`src/rtl/seg_scan_ctrl.sv`:
```
// Four-digit multiplexed 7-segment scanner with a blanking guard at the start of each slot.
// Optional leading-zero blanking is enabled by defining SEG_SCAN_LZ_BLANK_EN.
module seg_scan_ctrl #(
    parameter int SLOT_CYCLES  = 50000,
    parameter int GUARD_CYCLES = 16
) (
    input  logic        clk,
    input  logic        rst_n,
    input  logic [15:0] value,
    input  logic        load,
    output logic        ready,
    output logic [6:0]  seg,
    output logic [3:0]  an,
    output logic        frame_tick,
    output logic [2:0]  dbg_state
);

    localparam int CW = (SLOT_CYCLES > 1) ? $clog2(SLOT_CYCLES) : 1;
    localparam logic [CW-1:0] GUARD_LAST = CW'(GUARD_CYCLES - 1);
    localparam logic [CW-1:0] SLOT_LAST  = CW'(SLOT_CYCLES - 1);

    typedef enum logic {
        S_BLANK = 1'b0,
        S_ON    = 1'b1
    } state_t;

    state_t        state_q, state_d;
    logic [1:0]    idx_q, idx_d;
    logic [CW-1:0] cnt_q, cnt_d;
    logic [15:0]   shadow_q, shadow_d;
    logic [15:0]   active_q, active_d;
    logic          pending_q, pending_d;
    logic [6:0]    seg_q, seg_d;
    logic [3:0]    an_q, an_d;
    logic          frame_tick_q, frame_tick_d;
    logic          frame_edge;
    logic          hide;

    function automatic logic [6:0] decode(input logic [3:0] nib);
        case (nib)
            4'h0: return 7'b1000000;
            4'h1: return 7'b1111001;
            4'h2: return 7'b0100100;
            4'h3: return 7'b0110000;
            4'h4: return 7'b0011001;
            4'h5: return 7'b0010010;
            4'h6: return 7'b0000010;
            4'h7: return 7'b1111000;
            4'h8: return 7'b0000000;
            4'h9: return 7'b0010000;
            4'hA: return 7'b0001000;
            4'hB: return 7'b0000011;
            4'hC: return 7'b1000110;
            4'hD: return 7'b0100001;
            4'hE: return 7'b0000110;
            default: return 7'b0001110;
        endcase
    endfunction

`ifdef SEG_SCAN_LZ_BLANK_EN
    // Digit d is suppressed when it and every more significant digit are zero.
    function automatic logic lz_hide(input logic [15:0] v, input logic [1:0] d);
        case (d)
            2'd3:    return v[15:12] == 4'h0;
            2'd2:    return v[15:8] == 8'h00;
            2'd1:    return v[15:4] == 12'h000;
            default: return 1'b0;
        endcase
    endfunction
`endif

    // Handshake: ready is high while no value is pending; a value is taken on any
    // rising edge with load=1 and ready=1, then held until the next frame boundary.
    assign ready      = ~pending_q;
    assign seg        = seg_q;
    assign an         = an_q;
    assign frame_tick = frame_tick_q;
    assign dbg_state  = {state_q == S_ON, idx_q};

    always_comb begin
        state_d      = state_q;
        idx_d        = idx_q;
        cnt_d        = cnt_q + CW'(1);
        shadow_d     = shadow_q;
        active_d     = active_q;
        pending_d    = pending_q;
        frame_tick_d = 1'b0;
        frame_edge   = 1'b0;
        an_d         = 4'b1111;
        seg_d        = 7'b1111111;
        hide         = 1'b0;

        case (state_q)
            S_BLANK: begin
                if (cnt_q == GUARD_LAST) state_d = S_ON;
            end
            default: begin
                if (cnt_q == SLOT_LAST) begin
                    state_d    = S_BLANK;
                    cnt_d      = '0;
                    idx_d      = idx_q + 2'd1;
                    frame_edge = (idx_q == 2'd3);
                end
            end
        endcase

        if (frame_edge) begin
            frame_tick_d = 1'b1;
            if (pending_q) begin
                active_d  = shadow_q;
                pending_d = 1'b0;
            end
        end

        // A load on the boundary edge itself stays pending for the next frame.
        if (load && ready) begin
            shadow_d  = value;
            pending_d = 1'b1;
        end

`ifdef SEG_SCAN_LZ_BLANK_EN
        hide = lz_hide(active_d, idx_d);
`else
        hide = 1'b0;
`endif

        // Outputs follow the next state so they switch on the transition edge.
        if (state_d == S_ON && !hide) begin
            an_d  = ~(4'b0001 << idx_d);
            seg_d = decode(active_d[idx_d*4 +: 4]);
        end
    end

    always_ff @(posedge clk or negedge rst_n) begin
        if (!rst_n) begin
            state_q      <= S_BLANK;
            idx_q        <= 2'd0;
            cnt_q        <= '0;
            shadow_q     <= 16'h0000;
            active_q     <= 16'h0000;
            pending_q    <= 1'b0;
            seg_q        <= 7'b1111111;
            an_q         <= 4'b1111;
            frame_tick_q <= 1'b0;
        end else begin
            state_q      <= state_d;
            idx_q        <= idx_d;
            cnt_q        <= cnt_d;
            shadow_q     <= shadow_d;
            active_q     <= active_d;
            pending_q    <= pending_d;
            seg_q        <= seg_d;
            an_q         <= an_d;
            frame_tick_q <= frame_tick_d;
        end
    end

endmodule

```
`config.mk`:
```
export PLATFORM = sky130hd
export DESIGN_NAME = seg_scan_ctrl
export DESIGN_NICKNAME = d
export VERILOG_FILES = /design/src/rtl/seg_scan_ctrl.sv
export SDC_FILE = /design/constraint.sdc
export NUM_CORES = 1
export LEC_CHECK = 0
export BUFFER_PORTS_ARGS = -buffer_cell sky130_fd_sc_hd__buf_4
export CAP_MARGIN = 20
export CORE_MARGIN = 8
export CORE_UTILIZATION = 53
export DETAILED_ROUTE_END_ITERATION = 8
export PLACE_DENSITY = 0.76
export SLEW_MARGIN = 20
export SYNTH_ARGS = -nofsm -noshare
export SYNTH_HDL_FRONTEND = slang
export SYNTH_SLANG_ARGS = --single-unit
```
`constraint.sdc`:
```
create_clock -name clk -period 2.9 [get_ports clk]
set_input_delay 0.435 -clock clk [delete_from_list [all_inputs] [get_ports clk]]
set_output_delay 0.435 -clock clk [all_outputs]
set_load 0.01 [all_outputs]
```
* Word-level counts from Yosys, hierarchy flattened
Memory sizes are Yosys's and may differ from the RTL's.
Index checks and enable logic that the tools add are counted.
** Operators by class
- Shift operators :: 2
- Bitwise operators :: 2
- Mux-type cells :: 16
- Equality and inequality tests :: 3
- Reductions and logical operators :: 2
- Add/subtract/negate cells :: 2
** Operators by type and width (count)
- $mux W16 :: 4
- $add A16 B1 Y16 const B :: 1
- $eq A16 B16 Y1 const B :: 1
- $eq A16 B4 Y1 const B :: 1
- $shiftx A16 B5 Y4 :: 1
- $mux W1 :: 8
- $mux W7 :: 1
- $mux W2 :: 2
- $mux W4 :: 1
- $not A4 Y4 :: 1
- $shl A1 B2 Y4 const A :: 1
- $add A2 B1 Y2 const B :: 1
- $eq A2 B2 Y1 const B :: 1
- $reduce_bool A2 Y1 :: 1
- $logic_and A1 B1 Y1 :: 1
- $not A1 Y1 :: 1
** Storage, ports and cells
- Output and inout port bits :: 16
- Word-level logic and storage cells :: 37
- Input port bits :: 19
- Flip-flop bits (word level) :: 64
- ROM bits :: 112
- Memories :: 1
** Memories
- (name not given) :: depth 16, bits a word 7, rd ports 1, clocked after Yosys merged registers in 0, write ports 0, line 40 : case (nib)

* Longest topological paths before layout
Gate-level depths: netlist of the first run.
An unclocked memory read counts as a cell.
- Word-level depth :: 7
- Gate-level depth with buffers :: 12
- Mapped depth without buffers :: 12

* Least setup slack after synthesis of the first run
No wires, ideal clock.
- Path type :: register to register
- Start :: reg cnt_q[4]
- End :: reg seg_q[1] (netlist: seg[1])
- Library setup time :: 81 ps
- Cell stages (with the launch flop) :: 12
- Path buffers :: 0
- Slack :: 26 ps
- Arrival time :: 2793 ps
- Required time :: 2819 ps
- Clock period less this slack :: 2874 ps
- Path through :: dfrtp_1 -> nor4_1 -> nand3_1 -> nor3_4 -> mux2_2 -> a221oi_1 -> o21ai_2 -> inv_1 -> ha_1 -> inv_1 -> mux2_2 -> o211ai_1
** Between the ends
- Word-level cells in the longest chain between the ends :: 7
- Elaborated cells on any way between the ends :: 13
- Those cells by class :: 2 x eq/ne; 1 x shift; 9 x mux; 1 x memory
** Ends and longest elaborated chain
- from (decl) :: line 29 : logic [CW-1:0] cnt_q, cnt_d;
- from (signal assigned) :: line 148 : cnt_q <= cnt_d;
- $eq A16 B16 Y1 :: line 98 : if (cnt_q == SLOT_LAST) begin
- $mux W1 :: line 98
- $mux W1 :: line 93 : case (state_q)
- $mux W16 :: line 107 : if (frame_edge) begin
- net active_d[8] :: line 31 : logic [15:0] active_q, active_d;
- $shiftx A16 B5 Y4 :: line 130 : seg_d = decode(active_d[idx_d*4 +: 4]);
- $mem_v2 Z16 W7
- $mux W7 :: line 128 : if (state_d == S_ON && !hide) begin
- net seg_d[1] :: line 33 : logic [6:0] seg_q, seg_d;
- to (signal assigned) :: line 152 : seg_q <= seg_d;
- to (decl) :: line 33
The timed path passes the listed nets, and every way through them passes these cells.
A chain may end at the register's enable or synchronous reset.

* Final worst setup path of the first run
- Start :: reg cnt_q[0]
- End :: reg seg_q[4] (netlist: seg[4])
** Between the ends
- Word-level cells in the longest chain between the ends :: 7
- Elaborated cells on any way between the ends :: 13
- Those cells by class :: 2 x eq/ne; 1 x shift; 9 x mux; 1 x memory
** Ends and longest elaborated chain (line)
- $eq A16 B16 Y1 :: 98
- $mux W1 :: 98
- $mux W1 :: 93
- $mux W16 :: 107
- $shiftx A16 B5 Y4 :: 130
- $mem_v2 Z16 W7
- $mux W7 (*) :: 128
- net seg_d[4] :: 33
Mark *: on every way through the listed nets, which the timed path passes. The rest lies on a longest branch.

==> flow_summary.yaml, run 1 <==
floorplan:
  fp.dieH_um: 94.5
  die_area_sq_um: 8940
  start_util_pct: 54.9
  fp.dieW_um: 94.5
  pin_count: 35
  rows: 28
  coreArea_sq_um: 5960
setup_path:
  path_class: "reg2reg"
  start_kind: "register"
  crit_chain: "ha_1 -> and3_1 -> nand3_2 -> nor3_4 -> buf_12 -> mux4_2 -> a22oi_2 -> o21ai_2 -> ha_2 -> nand2_2 -> a21bo_2 -> a21o_1"
  required_ns: 3.18
  r2r_cells: 12
  rr_startpoint: "cnt_q[0]$_DFF_PN0_"
  worst_path_largest_cell_delay_ns: 0.50
  end_kind: "register"
  cp.arrival_ns: 3.14
  r2r_slack_ns: 0.04
  critPathSlowestCell: "mux4_2"
  worstPathMaxFanout: 5
  regToRegEndpoint: "seg[4]$_DFF_PN1_"
place:
  io_buffers: 34
  routabilityCongestion: 0.881
  place_hpwl_um: 5090
sta:
  grt_setup_unrepaired: "true"
  relSlewSlack_pct: 48.1
  setup_viol_count_final: 0
  min_period_over_period_pct: 98.7
  max_freq_mhz: 349
  slew_violations: 0
  tns_ns: 0
  period_minus_slack_ns: 2.86
  worstMarginPinSlew_ns: 0.779
  finalHoldViolCount: 0
  fin_skew_ns: 0.0103
  hold-worst-slack_ns: 0.157
layout:
  final_common_cell: "buf_4"
  mostFrequentLayoutCells: "buf_4, dfrtp_1, mux2_2"
  seq_area_sq_um: 1620
  num_antenna_cells: 0
  fillerInstances: 436
  fin_util_pct: 70.4
  syn_to_final_growth_pct: 28.2
  nNetsFinal: 380
  multi_input_area_sq_um: 1670
  drive_gt1_share_pct: 48.6
min_path:
  holdCritPathClass: "in2async"
global_route:
  grt_max_degree: 65
  grt_pass1_vias: 2511
  grt_overflow: 0
  grt_usage_pct: 17.3
  met3_usage_pct: 5.16
  grt_pass1_wl_um: 12100
  antenna_found_initial: 0
  gr-usage-met1_pct: 22.0
  grtUsageMet2_pct: 26.7
  grt-busiest-layer: "met2"
logic_synthesis:
  synth_edf_count: 0
  synth_top_family_by_area: "multiplexers"
  synth_area_per_cell_sq_um: 11.8
  ys_seq_area_share_pct: 49.4
  async_flop_share_pct: 100
  yosysTopAreaCell: "dfrtp_1"
  synth.distinct_cells: 54
  netlist_area_sq_um: 3270
  syn_nets: 305
  synth_compound_area_share_pct: 11.5
  synth.area.top_cells: "dfrtp_1, mux2_2, dfstp_2"
  synthCells: 278
  ys.flop_type: "dfrtp_1"
  ys_ff_latch: 64
  yosysWarningCount: 0
  synth-xor-area-share_pct: 4.02
  synth_top_area_share_pct: 40.6
  yosys.area_share.simple_pct: 12.8
  synthAdderAreaFrac_pct: 3.06
  synthMuxAreaShare_pct: 16.6
routing:
  ant_nets: 0
  drt_wl_total_um: 7340
  drt_iter0_drc: 123
  wire_per_inst_um: 17.0
  drc: 0
  vias_per_cell: 5.70
  firstDrtPassIters: 5
  num_vias: 2470
clocking:
  cts_root_buf: "clkbuf_8"
  cts.sinks: 64
  postCtsHoldBufs: 0
  numCtsBuffers: 9
  cts_tree: "built"
  clock_path_buffers: 2
  clk-insertion-delay-late_ns: 0.35
  htree_num_levels: 3
  path_clk_slew_ns: 0.07
run_status:
  status: "finished clean"
pwr:
  power.leakage_nw: 1.94
  fin_total_pwr_mw: 1.74
  ir_worst_vdd_v: 0.000307
  power_density_nw_per_um2: 414
run:
  maxCapViolCount: 0
==> per-layer routing <==
metal | part of all wire, % | routed length (um)
met4 | 2.0 | 144
met2 | 48 | 3510
met1 | 44 | 3240
met5 | 0 | 0
met3 | 6.2 | 452
==> power breakdown <==
group	switching (mW)	internal [mW]
Sequential	0.0200	0.919
Combinational	0.0270	0.0352
Clock	0.346	0.389
==> worst max-delay path by stage <==
stage                             from               end  slack (ns)
floorplan           cnt_q[4]$_DFF_PN0_  seg[1]$_DFF_PN1_        0.03
global placement    cnt_q[5]$_DFF_PN0_  seg[4]$_DFF_PN1_        0.03
detailed placement  cnt_q[5]$_DFF_PN0_  seg[4]$_DFF_PN1_       -0.03
CTS                 cnt_q[0]$_DFF_PN0_  seg[4]$_DFF_PN1_        0.01
global route        cnt_q[4]$_DFF_PN0_  seg[1]$_DFF_PN1_       -0.06
finish              cnt_q[0]$_DFF_PN0_  seg[4]$_DFF_PN1_        0.04
==> state kept, by name, summed over array words and instances (netlist names) <==
signal      cells
frame_tick      1
seg             7
active_q       16
cnt_q          16
an              4
pending_q       1
shadow_q       16
state_q         1
idx_q           2
==> layout make-up <==
type | instances | area share [%]
multi-input combinational | 195 | 39.9
sequential | 64 | 38.5
timing repair buffer | 74 | 14.1
clock buffer | 9 | 2.96
tap | 75 | 2.24
clock inverter | 7 | 1.49
inverter | 9 | 0.806
==> metrics by stage <==
| stage | area [sq um] | std cells | worst slack, ns |
|---|---|---|---|
| 2_1_floorplan | 3270 | 278 | 0.0258 |
| 3_3_place_gp | 3800 | 406 | 0.0309 |
| 3_5_place_dp | 3800 | 406 | -0.0318 |
| 4_1_cts | 4040 | 427 | 0.0143 |
| 5_1_grt | 4190 | 433 | -0.0576 |
| 6_report | 4190 | 433 | 0.0366 |
==> cells in the mapped netlist (4+ instances only) <==
library cell,number
xnor2_1,11
mux2_2,35
dfstp_2,11
o211ai_1,5
ha_1,8
clkbuf_1,6
inv_1,8
nand2_1,17
nand3_1,15
mux2i_1,8
and3_1,6
nor2_1,19
and2_1,4
a21oi_1,6
dfrtp_1,53
xor2_1,4
o21ai_0,5
==> what timing repair did <==
item                                   CTS  global route
setup endpoints to repair                6             7
buffers inserted                         5             5
endpoints found under the hold margin    0             0
gates cloned                             0             1
pin swaps                                3             9
gates resized for setup                  4            21
==> kinds of logic (layout without fill, tap and decap cells) <==
kind of cell,after synthesis,in the layout
multiplexers,46,46
adder cells (fa/ha/maj),8,8
flip-flops,64,64
buffers and inverters,19,99
AO/OA/AOI/OAI,46,46
XOR/XNOR,15,15
AND/OR/NAND/NOR,80,80
==> critical path, delay by kind of cell, from the launching register on <==
kind | cells | cell delay, ns
AOI/OAI and AO/OA | 4 | 0.77
adders and majority gates | 2 | 0.38
buffers and inverters | 1 | 0.15
DFF | 1 | 0.37
muxes | 1 | 0.50
and+or+nand+nor | 4 | 0.63
Note: power is estimated with default switching activity, not from simulation.
==> run 2, diff against run 1 <==
Settings changed: RECOVER_POWER set to 50.
==> run 2 against run 1 <==
  * Die area did not move
  * Core utilization down 0.23 points
  * Hold slack better by 0.16 ns
  * Routed wire length barely moved
  * Total power decreased by 0.10%
  * Via count shrank 0.85%
  * Clock skew decreased by 0.00065 ns
  * The run now ends with max-capacitance violations, max-slew violations left
  * Maximum frequency is 0.11% lower
  * Combinational power shrank 0.6%
  * Sequential power about the same
  * Critical endpoint unchanged
  * Largest power group unchanged
==> flow_summary.yaml, run 2 (same netlist as run 1, synthesis figures left out) <==
clocking:
  cts_tree: "built"
  path_clk_slew_ns: 0.07
  cts_root_buf: "clkbuf_8"
  clock_path_buffers: 2
  clk-insertion-delay-late_ns: 0.35
  cts.sinks: 64
  htree_num_levels: 3
  postCtsHoldBufs: 0
  numCtsBuffers: 9
sta:
  hold-worst-slack_ns: 0.317
  fin_skew_ns: 0.00966
  grt_setup_unrepaired: "true"
  period_minus_slack_ns: 2.87
  max_freq_mhz: 349
  slew_violations: 65
  finalHoldViolCount: 0
  min_period_over_period_pct: 98.8
  setup_viol_count_final: 0
  worstMarginPinSlew_ns: 1.52
  fin_ws_ns: 0.0335
  relSlewSlack_pct: -1.65
routing:
  drt_wl_total_um: 7340
  vias_per_cell: 5.66
  firstDrtPassIters: 5
  num_vias: 2449
  ant_nets: 0
  drt_iter0_drc: 102
  drc: 0
  wire_per_inst_um: 16.9
floorplan:
  coreArea_sq_um: 5960
  pin_count: 35
  die_area_sq_um: 8940
  fp.dieW_um: 94.5
  rows: 28
  fp.dieH_um: 94.5
  start_util_pct: 54.9
global_route:
  grt_usage_pct: 17.3
  grt_pass1_wl_um: 12100
  grt_overflow: 0
  antenna_found_initial: 0
  grt_max_degree: 65
  grt_pass1_vias: 2511
pwr:
  p_sw_mw: 0.392
  ir_worst_vdd_v: 0.000307
  p_clk_share_pct: 42.3
  fin_total_pwr_mw: 1.73
  swShare_pct: 22.6
  pwr-share-comb_pct: 3.6
  power.leakage_nw: 1.92
  intPower_mw: 1.34
  pwr-share-seq_pct: 54.2
  power_density_nw_per_um2: 415
place:
  routabilityCongestion: 0.881
  pre_cts_slack_ns: -0.0318
  place_hpwl_um: 5090
  placed_area_sq_um: 3800
  io_buffers: 34
layout:
  reg_top3: "active_q: 16 flops, cnt_q: 16 flops, shadow_q: 16 flops"
  fin_area_sq_um: 4180
  drive_gt1_share_pct: 47.8
  final_common_cell: "buf_4"
  syn_to_final_growth_pct: 27.7
  num_antenna_cells: 0
  nNetsFinal: 380
  fin_util_pct: 70.1
  mostFrequentLayoutCells: "buf_4, dfrtp_1, mux2_2"
setup_path:
  cp.arrival_ns: 3.14
  end_kind: "register"
  path_class: "reg2reg"
  required_ns: 3.18
  start_kind: "register"
  worstPathMaxFanout: 5
run:
  maxCapViolCount: 1
min_path:
  holdCritPathClass: "in2reg"
run_status:
  status: "finished, violations left"
  failed_checks: "max-capacitance violations, max-slew violations"
==> run 2: cell count changes in the layout (fill, tap and decap cells not counted) <==
cell      delta
buf_4        -4
clkbuf_1     +3
clkbuf_2     +1
==> run 2: worst max-delay path, stage by stage, from the launching register on <==
cell and delay, ns:
dfrtp_1 0.37, ha_1 0.17, and3_1 0.23, nand3_2 0.12, nor3_4 0.20, buf_12 0.15
mux4_2 0.50, a22oi_2 0.22, o21ai_2 0.13, ha_2 0.21, nand2_2 0.08, a21bo_2 0.23
a21o_1 0.19
==> run 2: power by group through the flow <==
stage          registers (mW)  clock network, mW  logic [mW]
3_5_place_dp            0.956                  0      0.0644
4_1_cts                 0.939              0.757      0.0645
5_1_grt                 0.943              0.794      0.0702
2_1_floorplan           0.947                  0      0.0256
3_3_place_gp            0.953                  0      0.0613
6_report                0.939              0.734      0.0617
==> run 2: layer usage <==
metal  routed length [um]  GRT usage, %  vias up  part of all wire (%)
met1                 3260          22.0     1220                    44
met5                    0             0        -                     0
met3                  406          5.16       12                   5.5
met2                 3550          26.7       59                    48
met4                  129          8.06        0                   1.8
li1                     -             -     1158                     -
==> run 2: per-stage QoR <==
step	TNS, ns	instances
floorplan	0	278
global placement	0	406
detailed placement	-0.0505	406
CTS	0	427
global route	-0.218	433
finish	0	433
==> run 2: path summary, 6_finish.rpt <==
check | startpoint | end | slack [ns] | depth (start not counted)
min reg2reg | cnt_q[0]$_DFF_PN0_ | cnt_q[0]$_DFF_PN0_ | 0.46 | 1
min | value[2] | shadow_q[2]$_DFFE_PN0P_ | 0.32 | 2
max reg2reg | cnt_q[0]$_DFF_PN0_ | seg[4]$_DFF_PN1_ | 0.03 | 12
max in group asynchronous | rst_n | shadow_q[10]$_DFFE_PN0P_ | 1.52 | 1
min in group asynchronous | rst_n | cnt_q[10]$_DFF_PN0_ | 0.46 | 1
max | cnt_q[0]$_DFF_PN0_ | seg[4]$_DFF_PN1_ | 0.03 | 12
==> run 2: area by class of cell <==
| type | count | area (sq um) |
|---|---|---|
| Fill cell | 439 | 1780 |
| Multi-Input combinational cell | 195 | 1670 |
| Sequential cell | 64 | 1620 |
| Timing Repair Buffer | 74 | 576 |
| Clock buffer | 9 | 124 |
| Tap cell | 75 | 93.8 |
| Clock inverter | 7 | 62.6 |
| Inverter | 9 | 33.8 |
==> run 2: what timing repair did <==
action,in CTS,in global routing
setup buffers,5,5
resized for setup,4,21
hold endpoints to repair,0,0
gates cloned,0,1
endpoints found under the setup margin,6,7
pin swaps,3,9
==> run 3, diff against run 2 <==
Settings changed: REMOVE_ABC_BUFFERS set to 1.
==> run 3 against run 2 <==
  * The run still ends with max-capacitance violations, max-slew violations left
  * Via count rose by 0.65%
  * Critical path depth decreased by 2
  * Combinational power increased by 0.8%
  * Highest routed layer unchanged
  * Sequential share of layout area down 0.24 points
  * Critical path type unchanged
  * Register-to-register slack lost 0.02 ns
==> flow_summary.yaml, run 3 (same netlist as run 1, synthesis figures left out) <==
pwr:
  power_density_nw_per_um2: 449
  power.leakage_nw: 1.93
  p_sw_mw: 0.377
  fin_total_pwr_mw: 1.89
  swShare_pct: 20.0
  p_clk_share_pct: 47.0
  pwr-share-seq_pct: 49.8
  pwr-share-comb_pct: 3.3
  intPower_mw: 1.51
  ir_worst_vdd_v: 0.000362
sta:
  tns_ns: 0
  finalHoldViolCount: 0
  slew_violations: 65
  grt_setup_unrepaired: "true"
  min_period_over_period_pct: 99.6
  setup_viol_count_final: 0
  worstMarginPinSlew_ns: 1.53
  fin_ws_ns: 0.0126
  relSlewSlack_pct: -2.06
  hold-worst-slack_ns: 0.319
  max_freq_mhz: 346
  period_minus_slack_ns: 2.89
  fin_skew_ns: 0.00856
layout:
  drive_gt1_share_pct: 48.0
  fillerInstances: 440
  fin_util_pct: 70.6
  seq_area_sq_um: 1620
  mostFrequentLayoutCells: "buf_4, dfrtp_1, mux2_2"
  num_antenna_cells: 0
  final_common_cell: "buf_4"
  nNetsFinal: 380
  syn_to_final_growth_pct: 28.5
  fin_area_sq_um: 4200
  multi_input_area_sq_um: 1650
  reg_top3: "active_q: 16 flops, cnt_q: 16 flops, shadow_q: 16 flops"
  layout.cells.non_filler: 433
setup_path:
  crit_chain: "buf_4 -> or4_4 -> nor3_2 -> a21oi_2 -> a221oi_2 -> o21ai_2 -> buf_4 -> buf_4 -> mux2_2 -> o211ai_1"
  required_ns: 3.16
  timing.critical_path.to: "seg[1]$_DFF_PN1_"
  r2r_cells: 10
  rr_startpoint: "cnt_q[11]$_DFF_PN0_"
  regToRegEndpoint: "seg[1]$_DFF_PN1_"
  cp_num_buf_inv: 3
  cp.depth: 10
  r2r_slack_ns: 0.01
  worst_path_largest_cell_delay_ns: 0.54
  start_kind: "register"
  path_class: "reg2reg"
  crit_path_frequent_cell: "buf_4"
  end_kind: "register"
  critPathSlowestCell: "or4_4"
  cp.arrival_ns: 3.15
  crit_path_start: "cnt_q[11]$_DFF_PN0_"
  path_delay_family: "simple AND/OR/NAND/NOR gates"
  worstPathMaxFanout: 5
place:
  routabilityCongestion: 0.887
  io_buffers: 34
  placed_area_sq_um: 3800
  dp_cells: 407
  place_hpwl_um: 5030
  pre_cts_slack_ns: -0.0715
routing:
  firstDrtPassIters: 4
  drt_wl_total_um: 7320
  vias_per_cell: 5.69
  num_vias: 2465
  drc: 0
  ant_nets: 0
  wire_per_inst_um: 16.9
  drt_iter0_drc: 127
floorplan:
  coreArea_sq_um: 5960
  rows: 28
  die_area_sq_um: 8940
  fp.dieH_um: 94.5
  fp.dieW_um: 94.5
  pin_count: 35
  start_util_pct: 54.9
clocking:
  clk-insertion-delay-late_ns: 0.34
  cts.sinks: 64
  cts_tree: "built"
  clock_path_buffers: 2
  cts_root_buf: "clkbuf_8"
  numCtsBuffers: 9
  path_clk_slew_ns: 0.07
  htree_num_levels: 3
min_path:
  holdCritPathClass: "in2reg"
  hold_start: "value[5]"
run_status:
  status: "finished, violations left"
  failed_checks: "max-capacitance violations, max-slew violations"
global_route:
  grt_max_degree: 65
  grt_overflow: 0
  grt_pass1_vias: 2496
  grt_pass1_wl_um: 11900
  grt_usage_pct: 17.2
  antenna_found_initial: 0
run:
  maxCapViolCount: 1
-- run 3: changes by cell type in the layout (fill, tap and decap cells not counted), sizes merged --
cell | before | now
clkbuf | 14 | 18
clkinv | 6 | 1
buf | 69 | 70
clkinvlp | 1 | 0
bufinv | 1 | 2
-- run 3: area by class of cell --
class / count / area share [%]
Timing Repair Buffer: 74 / 13.7
Inverter: 9 / 0.804
Sequential cell: 64 / 38.4
Clock inverter: 2 / 1.43
Clock buffer: 14 / 4.11
Multi-Input combinational cell: 195 / 39.3
Tap cell: 75 / 2.23
-- run 3: worst reg2reg max path, stage by stage, from the launching register on --
cell	delay, ns
dfrtp_1	0.40
buf_4	0.15
or4_4	0.54
nor3_2	0.38
a21oi_2	0.19
a221oi_2	0.31
o21ai_2	0.14
buf_4	0.15
buf_4	0.13
mux2_2	0.26
o211ai_1	0.15
-- run 3: how the worst min path moves through the flow --
| stage | endpoint | slack (ns) | depth (start not counted) |
|---|---|---|---|
| final | shadow_q[5]$_DFFE_PN0P_ | 0.32 | 2 |
| after CTS | cnt_q[14]$_DFF_PN0_ | 0.20 | 1 |
| after detailed placement | cnt_q[0]$_DFF_PN0_ | 0.46 | 1 |
| after global routing | shadow_q[4]$_DFFE_PN0P_ | 0.31 | 2 |
| after floorplan | active_q[0]$_DFF_PN0_ | 0.14 | 0 |
| after global placement | cnt_q[0]$_DFF_PN0_ | 0.45 | 1 |
-- run 3: power groups by stage --
stage	Combinational (mW)	Clock, mW	Sequential, mW
2_1_floorplan	0.0256	0	0.947
3_3_place_gp	0.0611	0	0.953
3_5_place_dp	0.0639	0	0.955
4_1_cts	0.0643	0.903	0.939
5_1_grt	0.0714	0.943	0.943
6_report	0.0622	0.886	0.939
-- run 3: what timing repair did --
| action | 4_1_cts | 5_1_grt |
|---|---|---|
| gates resized for setup | 2 | 19 |
| hold buffers | 0 | 0 |
| gates cloned | 0 | 1 |
| pin swaps | 1 | 10 |
| buffers inserted | 0 | 9 |
| setup endpoints to repair | 4 | 7 |
-- run 3: routing by layer --
layer / global-route usage (%) / vias up / wire, um
li1: - / 1156 / -
met1: 21.0 / 1220 / 3100
met2: 27.2 / 72 / 3620
met3: 5.08 / 17 / 411
met4: 8.58 / 0 / 177
met5: 0 / - / 0
